==> config.mk <==
export PLATFORM = sky130hd
export DESIGN_NAME = seg_scan_ctrl
export DESIGN_NICKNAME = d
export VERILOG_FILES = /design/src/rtl/seg_pkg.sv /design/src/rtl/seg_hex_decoder.sv /design/src/rtl/seg_scan_ctrl.sv
export SDC_FILE = /design/constraint.sdc
export NUM_CORES = 1
export LEC_CHECK = 0
export CORE_UTILIZATION = 40
export CTS_BUF_LIST = sky130_fd_sc_hd__clkbuf_8
export DETAILED_ROUTE_END_ITERATION = 8
export HOLD_SLACK_MARGIN = 0.1
export PLACE_DENSITY_LB_ADDON = 0.1
export SLEW_MARGIN = 40
export SYNTH_ARGS = -nofsm -noshare
export SYNTH_HDL_FRONTEND = slang
export SYNTH_SLANG_ARGS = --single-unit
==> constraint.sdc <==
create_clock -name CLK -period 3.15 [get_ports CLK]
set_clock_uncertainty 0.1 [all_clocks]
set_input_delay 0.7875 -clock CLK [delete_from_list [all_inputs] [get_ports CLK]]
set_output_delay 0.7875 -clock CLK [all_outputs]
set_load 0.02 [all_outputs]
==> src/rtl/seg_pkg.sv <==
// Shared definitions for the 7-segment scan controller: FSM encoding and
// active-low glyph constants in {g,f,e,d,c,b,a} bit order.
package seg_pkg;

  typedef enum logic {
    ST_IDLE = 1'b0,
    ST_SCAN = 1'b1
  } state_t;

  localparam logic [6:0] SEG_OFF = 7'h7F;

  localparam logic [6:0] GLYPH_0 = 7'b1000000;
  localparam logic [6:0] GLYPH_1 = 7'b1111001;
  localparam logic [6:0] GLYPH_2 = 7'b0100100;
  localparam logic [6:0] GLYPH_3 = 7'b0110000;
  localparam logic [6:0] GLYPH_4 = 7'b0011001;
  localparam logic [6:0] GLYPH_5 = 7'b0010010;
  localparam logic [6:0] GLYPH_6 = 7'b0000010;
  localparam logic [6:0] GLYPH_7 = 7'b1111000;
  localparam logic [6:0] GLYPH_8 = 7'b0000000;
  localparam logic [6:0] GLYPH_9 = 7'b0010000;
  localparam logic [6:0] GLYPH_A = 7'b0001000;
  localparam logic [6:0] GLYPH_B = 7'b0000011;
  localparam logic [6:0] GLYPH_C = 7'b1000110;
  localparam logic [6:0] GLYPH_D = 7'b0100001;
  localparam logic [6:0] GLYPH_E = 7'b0000110;
  localparam logic [6:0] GLYPH_F = 7'b0001110;

endpackage

==> src/rtl/seg_hex_decoder.sv <==
// Combinational hex nibble to active-low 7-segment glyph.
module seg_hex_decoder
  import seg_pkg::*;
(
  input  logic [3:0] nibble,
  output logic [6:0] seg_n
);

  // Glyph lookup; lowercase b and d keep them distinct from 8 and 0.
  always_comb begin
    seg_n = SEG_OFF;
    case (nibble)
      4'h0: seg_n = GLYPH_0;
      4'h1: seg_n = GLYPH_1;
      4'h2: seg_n = GLYPH_2;
      4'h3: seg_n = GLYPH_3;
      4'h4: seg_n = GLYPH_4;
      4'h5: seg_n = GLYPH_5;
      4'h6: seg_n = GLYPH_6;
      4'h7: seg_n = GLYPH_7;
      4'h8: seg_n = GLYPH_8;
      4'h9: seg_n = GLYPH_9;
      4'hA: seg_n = GLYPH_A;
      4'hB: seg_n = GLYPH_B;
      4'hC: seg_n = GLYPH_C;
      4'hD: seg_n = GLYPH_D;
      4'hE: seg_n = GLYPH_E;
      4'hF: seg_n = GLYPH_F;
      default: seg_n = SEG_OFF;
    endcase
  end

endmodule

==> src/rtl/seg_scan_ctrl.sv <==
// Round-robin scan controller for a common-anode multi-digit 7-segment display.
// Each digit slot starts with a blanking guard, then drives one anode low.
// Display data is double-buffered: LOAD fills the pending buffer, and the
// active buffer only changes on scan start or at a frame wrap.
//
//   state   | meaning
//   --------+-----------------------------------------------------------
//   ST_IDLE | display dark, counters held at zero, waiting for EN
//   ST_SCAN | walking digits; cnt times the slot, digit selects the anode
module seg_scan_ctrl
  import seg_pkg::*;
#(
  parameter int DIGITS    = 4,
  parameter int SCAN_DIV  = 50000,
  parameter int BLANK_CYC = 500
) (
  input  logic                  CLK,
  input  logic                  RST_N,
  input  logic                  EN,
  input  logic                  LOAD,
  input  logic [4*DIGITS-1:0]   DATA_IN,
  input  logic [DIGITS-1:0]     DP_IN,
  output logic [6:0]            SEG_N,
  output logic                  DP_N,
  output logic [DIGITS-1:0]     AN_N,
  output logic                  FRAME_DONE
);

  localparam int CNT_W = $clog2(SCAN_DIV);
  localparam int DIG_W = $clog2(DIGITS);
  localparam logic [CNT_W-1:0] CNT_LAST  = CNT_W'(SCAN_DIV - 1);
  localparam logic [CNT_W-1:0] CNT_BLANK = CNT_W'(BLANK_CYC);
  localparam logic [DIG_W-1:0] DIG_LAST  = DIG_W'(DIGITS - 1);

  state_t              state, state_nxt;
  logic [CNT_W-1:0]    cnt, cnt_nxt;
  logic [DIG_W-1:0]    digit, digit_nxt;
  logic [4*DIGITS-1:0] pend_data, act_data;
  logic [DIGITS-1:0]   pend_dp, act_dp;
  logic                transfer;
  logic [3:0]          cur_nibble;
  logic [6:0]          cur_seg;
  logic [6:0]          seg_nxt;
  logic                dp_nxt;
  logic [DIGITS-1:0]   an_nxt;
  logic                frame_nxt;

  assign cur_nibble = act_data[{digit, 2'b00} +: 4];

  seg_hex_decoder u_dec (
    .nibble (cur_nibble),
    .seg_n  (cur_seg)
  );

  // FSM state register.
  always_ff @(posedge CLK or negedge RST_N) begin
    if (!RST_N) state <= ST_IDLE;
    else        state <= state_nxt;
  end

  // Next state, slot timing, buffer transfer and next output values.
  // Outputs are computed from the current cnt/digit, so they trail them by one cycle.
  always_comb begin
    state_nxt = state;
    cnt_nxt   = '0;
    digit_nxt = '0;
    transfer  = 1'b0;
    frame_nxt = 1'b0;
    seg_nxt   = SEG_OFF;
    dp_nxt    = 1'b1;
    an_nxt    = '1;
    case (state)
      ST_IDLE: begin
        if (EN) begin
          state_nxt = ST_SCAN;
          transfer  = 1'b1;
        end
      end
      ST_SCAN: begin
        if (!EN) begin
          state_nxt = ST_IDLE;
        end else begin
          if (cnt == CNT_LAST) begin
            if (digit == DIG_LAST) begin
              transfer  = 1'b1;
              frame_nxt = 1'b1;
            end else begin
              digit_nxt = digit + 1'b1;
            end
          end else begin
            cnt_nxt   = cnt + 1'b1;
            digit_nxt = digit;
          end
          if (cnt >= CNT_BLANK) begin
            an_nxt  = ~(DIGITS'(1) << digit);
            seg_nxt = cur_seg;
            dp_nxt  = ~act_dp[digit];
          end
        end
      end
      default: state_nxt = ST_IDLE;
    endcase
  end

  // Slot counter and digit index.
  always_ff @(posedge CLK or negedge RST_N) begin
    if (!RST_N) begin
      cnt   <= '0;
      digit <= '0;
    end else begin
      cnt   <= cnt_nxt;
      digit <= digit_nxt;
    end
  end

  // Pending/active buffers; a LOAD coinciding with a transfer bypasses straight to active.
  always_ff @(posedge CLK or negedge RST_N) begin
    if (!RST_N) begin
      pend_data <= '0;
      pend_dp   <= '0;
      act_data  <= '0;
      act_dp    <= '0;
    end else begin
      if (LOAD) begin
        pend_data <= DATA_IN;
        pend_dp   <= DP_IN;
      end
      if (transfer) begin
        act_data <= LOAD ? DATA_IN : pend_data;
        act_dp   <= LOAD ? DP_IN   : pend_dp;
      end
    end
  end

  // Registered display outputs.
  always_ff @(posedge CLK or negedge RST_N) begin
    if (!RST_N) begin
      SEG_N      <= SEG_OFF;
      DP_N       <= 1'b1;
      AN_N       <= '1;
      FRAME_DONE <= 1'b0;
    end else begin
      SEG_N      <= seg_nxt;
      DP_N       <= dp_nxt;
      AN_N       <= an_nxt;
      FRAME_DONE <= frame_nxt;
    end
  end

endmodule

==> impl_metrics.py, run 1 <==
metrics = {
    "pwr": {
        "seq_power_share_pct": 50.2,
        "p_comb_share_pct": 15.4,
        "leakagePower_nw": 1.67,
        "swShare_pct": 25.6,
        "intPower_mw": 1.55,
        "switching_power_mw": 0.535,
        "clkPwrFrac_pct": 34.4,
        "irDropWorstVdd_v": 0.000243,
        "powerDensity_mw_per_mm2": 519,
    },
    "global_routing": {
        "grt.total_usage_pct": 15.6,
        "grt_pass1_wl_um": 10200,
        "antenna_found_initial": 0,
        "grt_max_degree": 46,
        "grt_pass1_vias": 2019,
        "grt_overflow": 0,
    },
    "setup_path": {
        "worst_ep_required_time_ps": 3290,
        "crit_top_cell": "or4_1",
        "slowest_stage": "or4_1",
        "critPathMaxStageDelay_ps": 670,
        "crit_type": "reg -> reg",
        "worstPathCellList": "or4_1 -> or4_1 -> o21ai_2 -> and2_4 -> mux2_4",
        "crit_fanout": 20,
        "cp-end-kind": "flop",
        "arrival_ps": 2890,
        "startpoint_type": "flop",
    },
    "clocking": {
        "cts_buffers": 9,
        "cts_root_buf": "clkbuf_8",
        "cts.sinks": 72,
        "cts_tree": "yes",
        "cts_resized": 0,
        "worstSkewPairLatency_ps": 360,
        "ctsHoldBuffers": 0,
        "cts_htree_levels": 3,
        "clk_pin_slew_ps": 80,
        "max-clock-path-buffers": 2,
        "post_cts_buffers": 0,
    },
    "synthesis": {
        "seq_area_frac_synth_pct": 53.9,
        "synth.distinct_cells": 36,
        "syn_area_mm2": 0.00337,
        "synthFlopType": "dfrtp_1",
        "synth-edff-count": 0,
        "syn_avg_cell_area_um2": 13.1,
        "async_flop_share_pct": 100,
        "netlist_instances": 258,
        "ys_warn_count": 0,
        "ys_ff_latch": 72,
        "syn-num-nets": 294,
    },
    "sta": {
        "worst_slew_pin_slew_ps": 654,
        "hold_viol": 0,
        "clock.fmax_mhz": 363,
        "fin_setup_tns_ps": 0,
        "fin_crit_ps": 2750,
        "slew_viol_final": 0,
        "rsz0062_at_grt": "no",
        "setup_viol": 0,
        "fin_crit_sh_pct": 87.4,
        "maxSlewHeadroom_pct": 56.3,
    },
    "floorplan": {
        "io_pins": 37,
        "dieArea_mm2": 0.00879,
        "die_y_um": 93.8,
        "core-area_mm2": 0.00818,
        "start_util_pct": 41.2,
        "core.rowCount": 33,
        "dieWidth_um": 93.8,
    },
    "layout": {
        "drive_gt1_share_pct": 27.2,
        "nNetsFinal": 336,
        "syn_to_final_growth_pct": 19.4,
        "instances_no_fill": 410,
        "mostFrequentLayoutCells": "dfrtp_1 (60), clkdlybuf4s50_1 (35), mux2_2 (22)",
        "antennaDiodeCount": 0,
        "final_common_cell": "dfrtp_1",
        "n_fill_cell": 728,
    },
    "min_path": {
        "hold_path_class": "in -> async",
    },
    "status": {
        "status": "completed",
    },
    "detailed_routing": {
        "drc": 0,
        "vias": 2026,
        "viasPerCell": 4.94,
        "drt_first_iter_violations": 57,
        "ant_nets": 0,
        "wl_per_cell_um": 14.5,
        "wirelength_um": 5940,
        "drt-pass1-iter-count": 6,
    },
    "placement": {
        "gp_congestion": 0.808,
        "port-buffer-count": 36,
        "dpl.cell_count": 394,
        "hpwl_um": 4030,
    },
    "flow_run": {
        "cap_violations": 0,
    },
}
==> metrics by stage <==
step	total power [mW]	hold WS [ps]	util, %	instance area (µm²)	setup WS (ps)
2_1_floorplan	1.29	372	-	3370	658
5_1_grt	2.20	380	49.2	4020	285
4_1_cts	2.12	351	49.2	4020	390
6_report	2.09	339	49.2	4020	397
3_5_place_dp	1.39	388	46.8	3830	409
3_3_place_gp	1.38	386	46.8	3830	460
==> final timing paths <==
kind                       depth (start not counted)  slack (ps)                  from                       to
max                                                5         400     cnt[12]$_DFF_PN0_  act_data[2]$_DFFE_PN0P_
min                                                1         340                 RST_N   pend_data[0]$_DFF_PN0_
max reg2reg                                        5         400     cnt[12]$_DFF_PN0_  act_data[2]$_DFFE_PN0P_
min reg2reg                                        1         400  pend_dp[1]$_DFF_PN0_     pend_dp[1]$_DFF_PN0_
max in group asynchronous                          2        1900                 RST_N        AN_N[3]$_DFF_PN1_
min in group CLK                                   1         400  pend_dp[1]$_DFF_PN0_     pend_dp[1]$_DFF_PN0_
==> logic make-up after synthesis <==
kind of cell,share of synthesized area [%]
flops,53.9
simple gates,9.92
mux,21.4
fa+ha+maj,4.46
compound gates,2.97
xor+xnor,3.90
buf+inv,3.42
==> critical path, delay by kind of cell, from the launching register on <==
family,cells,cell delay (ps)
flip-flops,1,400
AND/OR/NAND/NOR,3,1620
AO/OA/AOI/OAI,1,170
multiplexers,1,330
==> state kept, by name (all words and copies together) (netlist names), 2 cells and up <==
register / flops
act_dp: 4
AN_N: 4
pend_data: 16
digit: 2
act_data: 16
pend_dp: 4
cnt: 16
SEG_N: 7
==> final cells by class <==
| cell class | count | area [µm²] | area share (%) |
|---|---|---|---|
| clock inverter | 7 | 71.3 | 1.77 |
| multi-input combinational | 165 | 1440 | 35.7 |
| sequential | 72 | 1820 | 45.2 |
| inverter | 12 | 45.0 | 1.12 |
| tap | 105 | 131 | 3.27 |
| timing repair buffer | 40 | 398 | 9.89 |
| clock buffer | 9 | 124 | 3.08 |
==> layer usage <==
metal | global-route usage [%] | part of all wire, %
met1 | 19.9 | 47
met2 | 24.4 | 48
met3 | 4.45 | 3.7
met4 | 6.92 | 2.0
met5 | 0 | 0
==> cells in the mapped netlist, types with 2 or more instances <==
cell type,count,area [µm²]
buf_2,3,15.0
buf_12,2,40.0
mux2i_1,6,60.1
mux2_4,20,300
nand2_1,17,63.8
nand3_1,10,50.1
dfstp_2,12,315
and3_1,2,12.5
nor3_1,6,30.0
o21ai_0,7,35.0
mux4_2,5,113
dfrtp_1,60,1500
or4_1,2,15.0
xor2_1,8,70.1
nand4_1,2,12.5
ha_1,12,150
a21oi_1,5,25.0
inv_1,12,45.0
xnor2_1,7,61.3
nor2_1,17,63.8
mux2_2,22,248
or3_1,4,25.0
clkbuf_1,4,15.0
==> power groups by stage <==
stage                     combinational [mW]  clock (mW)  sequential (mW)
after floorplan                        0.242           0             1.05
after global placement                 0.321           0             1.06
after detailed placement               0.325           0             1.06
after CTS                              0.328       0.746             1.05
after global routing                   0.357       0.789             1.06
final                                  0.322       0.719             1.05
Note: power is estimated with default switching activity, not from simulation.
==> run 2: changes to the inputs <==
--- a/config.mk
+++ b/config.mk
@@ -7,6 +7,7 @@
 export LEC_CHECK = 0
 export CORE_UTILIZATION = 40
 export CTS_BUF_LIST = sky130_fd_sc_hd__clkbuf_8
+export CTS_CLUSTER_DIAMETER = 30
 export DETAILED_ROUTE_END_ITERATION = 8
 export HOLD_SLACK_MARGIN = 0.1
 export PLACE_DENSITY_LB_ADDON = 0.1
==> results of run 2 <==
No change in the layout: final DEF, timing and power equal those of run 1.
==> run 3: changes to the inputs <==
--- a/config.mk
+++ b/config.mk
@@ -5,6 +5,7 @@
 export SDC_FILE = /design/constraint.sdc
 export NUM_CORES = 1
 export LEC_CHECK = 0
+export ABC_CLOCK_PERIOD_IN_PS = 3150
 export CORE_UTILIZATION = 40
 export CTS_BUF_LIST = sky130_fd_sc_hd__clkbuf_8
 export CTS_CLUSTER_DIAMETER = 30
==> results of run 3 <==
No change in the layout: final DEF, timing and power equal those of run 1.
==> RTL change 1, RTL diff (flow settings as in run 1) <==
Change the parameter `DIGITS` from 4 to 8.
--- a/src/rtl/seg_scan_ctrl.sv
+++ b/src/rtl/seg_scan_ctrl.sv
@@ -10,7 +10,7 @@
 module seg_scan_ctrl
   import seg_pkg::*;
 #(
-  parameter int DIGITS    = 4,
+  parameter int DIGITS    = 8,
   parameter int SCAN_DIV  = 50000,
   parameter int BLANK_CYC = 500
 ) (
Ports: changed (resized AN_N, DATA_IN and DP_IN); port bits go from 37 to 61. No check against the original RTL was run, so the function may have changed too.
==> RTL change 1 against run 1 <==
Maximum frequency grew 6.7%. Design area increased by 59%. Clock power grew 100%. Synthesized area up 54%. Sequential share of layout area grew 1.0 points. Sequential cell count up 45. Routed wire length is 65% higher. Worst setup slack improved by 0.17 ns. Power increased by 74%. Largest power group unchanged.
==> RTL change 1: results (changes against run 1) <==
cts-buffers-inserted: 17  # +8
seq-cell-share_pct: 46.2  # +1.0 points
synth_xor_area_share_pct: 2.37  # -1.5 points
slew_headroom_pct: 59.9  # +3.6 points
place_ws_ns: 0.620  # +0.212 ns
outcome: "finished clean"
crit_fanout: 12  # -40%
vdd_drop_max_v: 0.000258  # +6.0%
p_sw_mw: 0.866  # +62%
clockBufferCount: 18  # +9
multiInputGateArea_mm2: 0.00206  # +44%
layout-drive-gt1-share_pct: 32.2  # +5.0 points
place.gp.congestion: 0.756  # -6.5%
synthAdderAreaFrac_pct: 3.14  # -1.3 points
muxShareOfSynthArea_pct: 23.4  # +2.0 points
grt_max_degree: 45  # -2.2%
syn-num-nets: 430  # +46%
grt_pass1_vias: 3201  # +59%
ys_ff_latch: 117  # +63%
dp.cells: 597  # +52%
multi_input_comb_cells: 226  # +37%
ff2ff_path_depth: 8  # +3
portBuffers: 60  # +67%
postSynthCellCount: 373  # +45%
bufAreaShareNonClock_pct: 10.7  # +0.81 points
dpl.hpwl_mm: 6.83  # +69%
placed_area_mm2: 0.00597  # +56%
power_frac_seq_pct: 47.4  # -2.8 points
clockNetworkAreaShare_pct: 6.52  # +1.7 points
yosysUniqueCellTypes: 53  # +47%
p_per_area_mw_per_mm2: 570  # +9.8%
inv_count: 15  # +3
syn_to_final_growth_pct: 23.3
synth-compound-area-share_pct: 3.29  # +0.31 points
ys_seq_area_share_pct: 56.9  # +3.0 points
routed-via-count: 3078  # +52%
critPathSlowestCell: "dfrtp_1"
crit_family: "compound AO/OA/AOI/OAI gates"
cts.htree.levels: 4  # +1
clk_latency_ns: 0.42  # +0.06 ns
signal_buffers: 67  # +68%
## RTL change 1: changes by cell type after synthesis, moves of 4 or more
cell,change
mux2_1,+5
buf_6,+6
o21ai_0,-6
nor2_1,+7
dfrtp_1,+41
mux2_2,+59
mux2_4,-20
dfstp_2,+4
## RTL change 1: path summary, 6_finish.rpt
| path | endpoint | start | slack, ns |
|---|---|---|---|
| max reg2reg | SEG_N[3] | digit[0] | 0.57 |
| min | cnt[8] | RST_N | 0.17 |
| min reg2reg | act_data[26] | act_data[26] | 0.38 |
| min in group CLK | act_data[26] | act_data[26] | 0.38 |
| max in group asynchronous | SEG_N[4] | RST_N | 2.05 |
| max | SEG_N[3] | digit[0] | 0.57 |
## RTL change 1: routing by layer
| layer | global-route usage, % | vias to the layer above | share of wire (%) |
|---|---|---|---|
| met5 | 0 | - | 0 |
| met4 | 6.41 | 0 | 1.2 |
| met3 | 4.45 | 12 | 3.6 |
| met2 | 26.5 | 59 | 48 |
| met1 | 21.7 | 1544 | 47 |
| li1 | - | 1463 | - |
==> RTL change 2, RTL diff (settings of run 1) <==
Made on the original files. Remove the register `SEG_N`: a continuous assignment takes its place, so the output `SEG_N` follows one clock earlier.
--- a/src/rtl/seg_scan_ctrl.sv
+++ b/src/rtl/seg_scan_ctrl.sv
@@ -135,17 +135,17 @@
   // Registered display outputs.
   always_ff @(posedge CLK or negedge RST_N) begin
     if (!RST_N) begin
-      SEG_N      <= SEG_OFF;
       DP_N       <= 1'b1;
       AN_N       <= '1;
       FRAME_DONE <= 1'b0;
     end else begin
-      SEG_N      <= seg_nxt;
       DP_N       <= dp_nxt;
       AN_N       <= an_nxt;
       FRAME_DONE <= frame_nxt;
     end
   end
 
+  assign SEG_N = seg_nxt;
+
 endmodule
 
Function: same outputs for any inputs over 10 cycles, from zero or initial values and one cycle with RST_N low; that may be too few to reach the edited logic, so the function may still have changed.
==> RTL change 2 against run 1 <==
First-iteration DRC count grew 12%. Design area is 2.7% higher. Worst setup slack worse by 0.33 ns. Sequential cell count shrank 7. Power rose by 0.56%. Utilization up 4.2 points. Synthesized area is 5.5% lower. Routed wire length is 5.7% higher. Clock power is 0.8% higher. Hold slack improved by 0.0061 ns. Highest routed layer unchanged.
==> RTL change 2: results (changes against run 1) <==
clockBufferDepth: 2  # unchanged
cts.htree.levels: 3  # unchanged
worstPathArrival_ns: 2.20  # -0.69 ns
grt-ovfl-total: 0  # unchanged
clk_pin_slew_ns: 0.08  # about the same
synthAdderAreaFrac_pct: 4.72  # +0.26 points
postSynthCellCount: 251  # -2.7%
antenna_cells: 0  # unchanged
yosysUniqueCellTypes: 36  # unchanged
clk_latency_ns: 0.34  # -0.02 ns
hp-class: "input port to async pin"
cts-buffers-inserted: 9  # unchanged
layout-drive-gt1-share_pct: 38.2  # +11 points
holdWs_ns: 0.345  # +0.00614 ns
grt_pass1_wl_mm: 10.2  # about the same
synth_commonest_cells: "dfrtp_1, mux2_2, mux2_4"
first_iter_violations: 64  # +12%
portBuffers: 36  # unchanged
via_per_inst: 4.79  # -3.1%
grt_pass1_vias: 1991  # -1.4%
synth-compound-area-share_pct: 3.14  # +0.17 points
synth_xor_area_share_pct: 4.13  # +0.23 points
muxShareOfSynthArea_pct: 22.6  # +1.2 points
synth_top_area_share_pct: 47.2  # +2.6 points
syn-num-nets: 287  # -2.4%
grt_max_degree: 42  # -8.7%
antenna_found_initial: 0  # unchanged
worst_slew_pin_slew_ns: 0.663  # +0.00892 ns
critPathSlowestCell: "mux4_2"
finish.net_count: 358  # +6.5%
dpl.hpwl_mm: 4.26  # +5.7%
routed_wl_mm: 6.28  # +5.7%
outcome: "finished clean"
placed_area_mm2: 0.00383  # unchanged
drt-pass1-iter-count: 4  # -2
top_regs: "act_data: 16 flops, cnt: 16 flops, pend_data: 16 flops"
gr-usage-all-layers_pct: 16.0  # +0.42 points
vdd_drop_max_v: 0.000196  # -19%
crit_fanout: 5  # -75%
ys_async_sr_fraction_pct: 100  # unchanged
finalHoldViolCount: 0  # unchanged
nFillCells: 682  # -6.3%
crit_family: "multiplexers"
synthTopCellsByArea: "dfrtp_1, mux2_4, mux2_2"
place.gp.congestion: 0.796  # -1.5%
p_leak_nw: 1.76  # +5.2%
cts_root_buf: "clkbuf_8"
yosys_warnings: 0  # unchanged
dp.cells: 409  # +3.8%
place_ws_ns: -0.150  # -0.559 ns
cpPeakStageDelay_ns: 0.58  # -0.09 ns
ys_seq_area_share_pct: 51.3  # -2.7 points
fin_cells: 429  # +4.6%
synthFlopType: "dfrtp_1"
## RTL change 2: cell count changes after synthesis
cell and change:
dfstp_2 -7
## RTL change 2: worst paths after layout
path	from	to	slack (ns)	cells past startpoint
setup reg to reg	cnt[12]	act_data[13]	0.38	5
setup / recovery	digit[0]	SEG_N[3]	0.06	7
max in group asynchronous	RST_N	DP_N	1.91	2
hold reg to reg	pend_dp[0]	pend_dp[0]	0.40	1
min in group CLK	pend_dp[0]	pend_dp[0]	0.40	1
hold / removal	RST_N	pend_data[11]	0.34	1
## RTL change 2: repair_timing
item                       CTS  global route
hold buffers                 0             0
buffers inserted             1             4
resized for setup           33            27
setup endpoints to repair    7             7
pin swaps                    0             3
## RTL change 2: final cells by class
cell class / count / share of cell area [%]
Clock buffer: 9 / 3.00
Clock inverter: 7 / 1.88
Inverter: 12 / 1.15
Multi-Input combinational cell: 165 / 36.4
Sequential cell: 65 / 39.6
Tap cell: 102 / 3.09
Timing Repair Buffer: 69 / 15.0
## RTL change 2: metal layers
layer	global-route usage, %	wire, um	vias up
li1	-	-	1015
met1	22.6	3010	1008
met2	24.0	3040	26
met3	3.10	155	6
met4	6.75	76	0
met5	0	0	-
## RTL change 2: metrics by stage
stage / TNS, ns / utilization [%]
6_report: 0 / 53.4
5_1_grt: -0.0156 / 53.4
4_1_cts: -0.00215 / 52.1
3_5_place_dp: -0.848 / 49.5
3_3_place_gp: -0.642 / 49.5
2_1_floorplan: 0 / -
## RTL change 2: where the power goes
part	internal [mW]	total [mW]	leakage, nW	switching (mW)
registers	0.911	0.959	0.797	0.0473
logic	0.254	0.417	0.859	0.163
clock network	0.372	0.725	0.100	0.353
total	1.54	2.10	1.76	0.563
